`config.mk`:
```
export PLATFORM = sky130hd
export DESIGN_NAME = instr_queue_reg
export DESIGN_NICKNAME = d
export VERILOG_FILES = /design/src/rtl/instr_queue_reg.sv
export SDC_FILE = /design/constraint.sdc
export NUM_CORES = 1
export LEC_CHECK = 0
export ABC_AREA = 1
export ABC_CLOCK_PERIOD_IN_PS = 2400
export CAP_MARGIN = 20
export CORE_MARGIN = 5
export CORE_UTILIZATION = 35
export DETAILED_ROUTE_END_ITERATION = 6
export GPL_ROUTABILITY_DRIVEN = 0
export PLACE_DENSITY_LB_ADDON = 0.12
export RECOVER_POWER = 25
export SYNTH_ARGS = -nofsm -noshare
export SYNTH_HDL_FRONTEND = slang
export SYNTH_SLANG_ARGS = --single-unit
```
`constraint.sdc`:
```
create_clock -name clock -period 2.4 [get_ports clock]
set_clock_uncertainty 0.1 [all_clocks]
set_input_delay 0.72 -clock clock [delete_from_list [all_inputs] [get_ports clock]]
set_output_delay 0.72 -clock clock [all_outputs]
set_load 0.05 [all_outputs]
```
`src/rtl/instr_queue_reg.sv`:
```
// Instruction prefetch FIFO feeding an instruction register,
// with combinational field decode taken straight from the IR.
module instr_queue_reg #(
    parameter int IW    = 16,
    parameter int DEPTH = 4,
    parameter int OPW   = 4,
    parameter int RW    = 3
) (
    input  logic                         clock,
    input  logic                         reset_n,
    input  logic                         flush,
    input  logic                         in_valid,
    input  logic [IW-1:0]                in_data,
    output logic                         in_ready,
    input  logic                         ir_write,
    output logic                         ir_valid,
    output logic [OPW-1:0]               op,
    output logic [RW-1:0]                rs,
    output logic [RW-1:0]                rt,
    output logic [RW-1:0]                rd,
    output logic [RW-1:0]                funk,
    output logic [2*RW-1:0]              i_imm,
    output logic [IW-1:0]                i_imm_sx,
    output logic [IW-OPW-1:0]            j_imm,
    output logic [$clog2(DEPTH+1)-1:0]   count
);

    localparam int PW = $clog2(DEPTH);
    localparam int CW = $clog2(DEPTH+1);
    localparam logic [CW-1:0] FULL = CW'(DEPTH);

    logic [IW-1:0] mem_q [DEPTH];
    logic [PW-1:0] wp_q, wp_d;
    logic [PW-1:0] rp_q, rp_d;
    logic [CW-1:0] cnt_q, cnt_d;
    logic [IW-1:0] ir_q, ir_d;
    logic          vld_q, vld_d;
    logic          push, pop;

    assign in_ready = (cnt_q < FULL) && !flush;
    assign push     = in_valid && in_ready;
    assign pop      = ir_write && (cnt_q != '0) && !flush;

    always_comb begin
        wp_d  = wp_q;
        rp_d  = rp_q;
        cnt_d = cnt_q;
        ir_d  = ir_q;
        vld_d = vld_q;
        if (flush) begin
            // Redirect: drop everything queued, keep the old IR bits
            wp_d  = '0;
            rp_d  = '0;
            cnt_d = '0;
            vld_d = 1'b0;
        end else begin
            if (push)
                wp_d = wp_q + 1'b1;
            if (pop) begin
                ir_d  = mem_q[rp_q];
                vld_d = 1'b1;
                rp_d  = rp_q + 1'b1;
            end else if (ir_write) begin
                vld_d = 1'b0;
            end
            if (push && !pop)
                cnt_d = cnt_q + 1'b1;
            else if (pop && !push)
                cnt_d = cnt_q - 1'b1;
        end
    end

    always_ff @(posedge clock or negedge reset_n) begin
        if (!reset_n) begin
            wp_q  <= '0;
            rp_q  <= '0;
            cnt_q <= '0;
            ir_q  <= '0;
            vld_q <= 1'b0;
        end else begin
            wp_q  <= wp_d;
            rp_q  <= rp_d;
            cnt_q <= cnt_d;
            ir_q  <= ir_d;
            vld_q <= vld_d;
        end
    end

    always_ff @(posedge clock) begin
        if (push)
            mem_q[wp_q] <= in_data;
    end

    assign ir_valid = vld_q;
    assign count    = cnt_q;
    assign op       = ir_q[IW-1 -: OPW];
    assign rs       = ir_q[IW-OPW-1 -: RW];
    assign rt       = ir_q[IW-OPW-RW-1 -: RW];
    assign rd       = ir_q[IW-OPW-2*RW-1 -: RW];
    assign funk     = ir_q[RW-1:0];
    assign i_imm    = ir_q[2*RW-1:0];
    assign i_imm_sx = {{(IW-2*RW){ir_q[2*RW-1]}}, ir_q[2*RW-1:0]};
    assign j_imm    = ir_q[IW-OPW-1:0];

endmodule

```
; Yosys cells after proc, flatten, opt, wreduce, memory -nomap -nowiden
; Memory sizes are Yosys's and may differ from the RTL's. A register that Yosys moved wholly into a read port is not among the register bits.
; Cells that the tools add are included.
; W data, S select, Z words.
[word_totals]
regBits = 8
ramBits = 64
in_bits = 21
output_inout_bits = 55
word_cells = 39
memories = 1
[memory_table]
columns = memory, depth, width, read_ports, rd_ports_with_merged_regs, wr, line
row1 = mem_q, 4, 16, 1, 1, 1, 32  ; logic [IW-1:0] mem_q [DEPTH];
[op_classes]
n_addsub = 4
magnitude_cmp = 1
n_mux = 12
bitwise = 1
n_reduce_logical = 16
[ops]
columns = operator, n
row1 = $mux W3, 3
row2 = $reduce_bool A3 Y1, 3
row3 = $mux W2, 4
row4 = $logic_and A1 B1 Y1, 6
row5 = $mux W1, 5
row6 = $add A2 B1 Y2 const B, 2
row7 = $logic_not A1 Y1, 4
row8 = $reduce_bool A2 Y1, 2
row9 = $add A3 B1 Y3 const B, 1
row10 = $lt A3 B3 Y1 const B, 1
row11 = $sub A3 B1 Y3 const B, 1
row12 = $reduce_and A2 Y1, 1
row13 = $not A1 Y1, 1

; Logic depth before layout (Yosys ltp)
[depth]
ltp_word = 8
ltp_mapped = 9

; Worst setup path before layout
; No wires, ideal clock.
[synth_path]
path_kind = input -> register
startpoint = input flush
endpoint = memory mem_q[0][0] (enable)
setup_ns = 0.389
t_arrival_ns = 2.072
required_time_ns = 1.911
setup_slack_ns = -0.161
cell_stages = 3
path_buffers = 0
path_cell_list = nor2_2 nand2_4 nor2_1
[synth_between]
elab_chain_cells = 5
[synth_rtl]
columns = element, line
row1 = start: declaration, 11  ; input logic flush,
row2 = $logic_not A1 Y1, 40  ; assign in_ready = (cnt_q < FULL) && !flush;
row3 = $logic_and A1 B1 Y1, 40
row4 = $logic_and A1 B1 Y1, 41  ; assign push = in_valid && in_ready;
row5 = $mux W1, 90  ; if (push)
row6 = $mux W1 (implied by the code), 91  ; mem_q[wp_q] <= in_data;
row7 = end: declaration, 32
; Every way passes these cells.

; Final worst setup path
[layout_path]
startpoint = register ir_q[9], read port of mem_q
endpoint = output j_imm[9]
[layout_lines]
columns = element, line
row1 = start: declaration, 36  ; logic [IW-1:0] ir_q, ir_d;
row2 = end: declaration, 24  ; output logic [IW-OPW-1:0] j_imm,
; No word-level cell between the ends.

==> metrics <==
worst IR drop on VDD 759 uV; CP Class register to primary output; Final Cell Area 4670 sq um; largest net degree at the start of global routing 34; r2r worst-path depth 9; nets 420; DPL Wire Length 5060 microns; critical path startpoint category register; Final Util 0.448; Slew HR 0.550; Port Buffers 75; first-pass GRT wire length 12400 microns; Post-Syn Area per Cell 11.2 sq um; Fmax 0.426 GHz; Area after DPL 4440 sq um; CP endpoint kind primary output; CTS root buffer clkbuf_8; Hold Path Depth 2; fraction of layout cells with a size suffix above 1 0.185; CP Cell Sequence clkdlybuf4s50_1; MaxCap Viol Count 0; Slowest cell on crit path clkdlybuf4s50_1; H-tree depth 3; final WL 7530 microns; CTS sink count 88; Distinct cells, synth 22; Post-Synthesis Cells 336; Clk pwr share 0.181; P_leak 2.01 nW; DRT iter0 DRCs 100; Gate power share 0.492; Max Root-Sink Buffers 2; main flop type after synthesis edfxtp_1; Remaining DRCs 0; Die H 114 microns; Post-synth EDFFs 64; FFs w/ async S/R, synth 0.273; # diodes 0; Net Sw Frac 0.461; total negative slack 0 ps; CP max FO 3; Die W 114 microns; Fin. Hold Viols 0; Final Critical Period 2350 ps; Initial Utilization 0.361; clock latency at the later pin of the worst-skew pair 340 ps; I/O pin count 76; CP bufs+invs 1; WP depth 1; WP data required 1580 ps; status finished clean; grt total ovfl 0; # rows 37; sequential cell area fraction in the yosys report 0.671; Cell Pwr Density 1340 nW/um^2; first-pass iteration count of the detailed router 7; gr usage total 0.123; Min-Delay Path Class register to register; via count 2387; CP top delay family buffers and inverters; area grow syn2layout 24.2%; post-synthesis cell area 3760 sq um; Final Setup Violations 0; Setup Buffers After CTS 0; Synth Warn # 0; antenna violations before repair 0; NetSw 2.89 mW; max-slew violations 0; Period Utilization, post-route 0.979; drt wl/cell 14.1 microns; RSZ-0062 raised after global routing no; Internal Power 3.37 mW; Worst-Margin Slew 675 ps; core area 10400 sq um; total CTS buffers 9; Synth Net Count 362; vias in the first global route 2337; vias per cell 4.46; Yosys reg bits 88; CP peak stage delay 810 ps; crit path DAT 1530 ps; Reg power frac 0.327; CTS tree yes; CTS clock-pin slew for the worst setup and hold paths 80 ps; antenna-violating nets left 0; die area 12900 sq um
repair_timing:
| item | CTS | global route |
|---|---|---|
| setup endpoints to repair | 10 | 9 |
| resized for setup | 10 | 9 |
| cloned | 0 | 0 |
| hold buffers | 0 | 0 |
| pin swaps | 0 | 1 |
| endpoints found under the hold margin | 0 | 0 |
metal layers:
| metal | vias up | wire [microns] | track usage |
|---|---|---|---|
| li1 | 1200 | - | - |
| met1 | 1116 | 3520 | 0.169 |
| met2 | 62 | 3440 | 0.194 |
| met3 | 9 | 483 | 0.0281 |
| met5 | - | 0 | 0 |
| met4 | 0 | 91 | 0.0409 |
final timing paths:
kind,startpoint,to,slack [ps]
hold / removal,ir_q[15]$_DFFE_PN0P_,ir_q[15]$_DFFE_PN0P_,380
setup / recovery,ir_q[9]$_DFFE_PN0P_,j_imm[9],50
hold reg to reg,ir_q[15]$_DFFE_PN0P_,ir_q[15]$_DFFE_PN0P_,380
max in group asynchronous,reset_n,ir_q[0]$_DFFE_PN0P_,930
setup reg to reg,count[2]$_DFFE_PN0P_,count[2]$_DFFE_PN0P_,730
min in group asynchronous,reset_n,ir_q[9]$_DFFE_PN0P_,830
Yosys cell counts (3+ instances only):
cell type | count | area share
clkbuf_1 | 5 | 0.0050
o21ai_0 | 23 | 0.031
inv_1 | 9 | 0.0090
o21ai_1 | 31 | 0.041
ha_1 | 4 | 0.013
edfxtp_1 | 64 | 0.51
nand2_1 | 61 | 0.061
buf_2 | 6 | 0.0080
nor2_1 | 54 | 0.054
inv_2 | 5 | 0.0050
dfrtp_1 | 24 | 0.16
buf_4 | 35 | 0.070
a21oi_1 | 3 | 0.0040
through the flow:
step                      instances  hold slack (ps)  power (mW)  setup slack (ps)
after CTS                       535              391        6.37              8.28
after global placement          519              365        5.25              14.9
after detailed placement        519              366        5.27              9.46
after global routing            535              416        6.63              4.70
final                           535              383        6.26              51.3
after floorplan                 336              324        4.60              -161
layout make-up:
cell class              count  area [sq um]
clock buffers              13           159
clock inverters             3          65.1
fillers                  1004          5750
inverters                  14          52.6
multi-input cells         187           862
flip-flops and latches     88          2520
well taps                 136           170
repair buffers             94           838
power groups by stage:
stage          clock, mW  sequential, mW  combinational [mW]
2_1_floorplan          0            2.58                2.02
3_3_place_gp           0            2.08                3.17
3_5_place_dp           0            2.09                3.18
4_1_cts             1.17            2.06                3.13
5_1_grt             1.26            2.09                3.28
6_report            1.14            2.05                3.08
flip-flops by register name, indices dropped and copies added, names as in the netlist:
register and count:
ir_valid 1, rp_q 2, ir_q 16, mem_q 64, wp_q 2, count 3
logic make-up after synthesis:
logic type | count (synthesis) | share of synthesized area
AO/OA/AOI/OAI | 57 | 0.0759
adder cells (fa/ha/maj) | 5 | 0.0186
buffers and inverters | 61 | 0.0998
flip-flops | 88 | 0.671
AND/OR/NAND/NOR | 125 | 0.135
placed cells by master (no fill, tap or decap), types with 10 or more instances in the layout:
master / synthesis / routed
buf_4: 35 / 47
clkbuf_8: 0 / 11
clkdlybuf4s50_1: 0 / 16
dfrtp_1: 24 / 24
dlygate4sd2_1: 0 / 10
dlygate4sd3_1: 0 / 10
edfxtp_1: 64 / 64
nand2_1: 61 / 61
nor2_1: 54 / 54
o21ai_0: 23 / 23
o21ai_1: 31 / 31
Power figures use the tool's default switching activity.
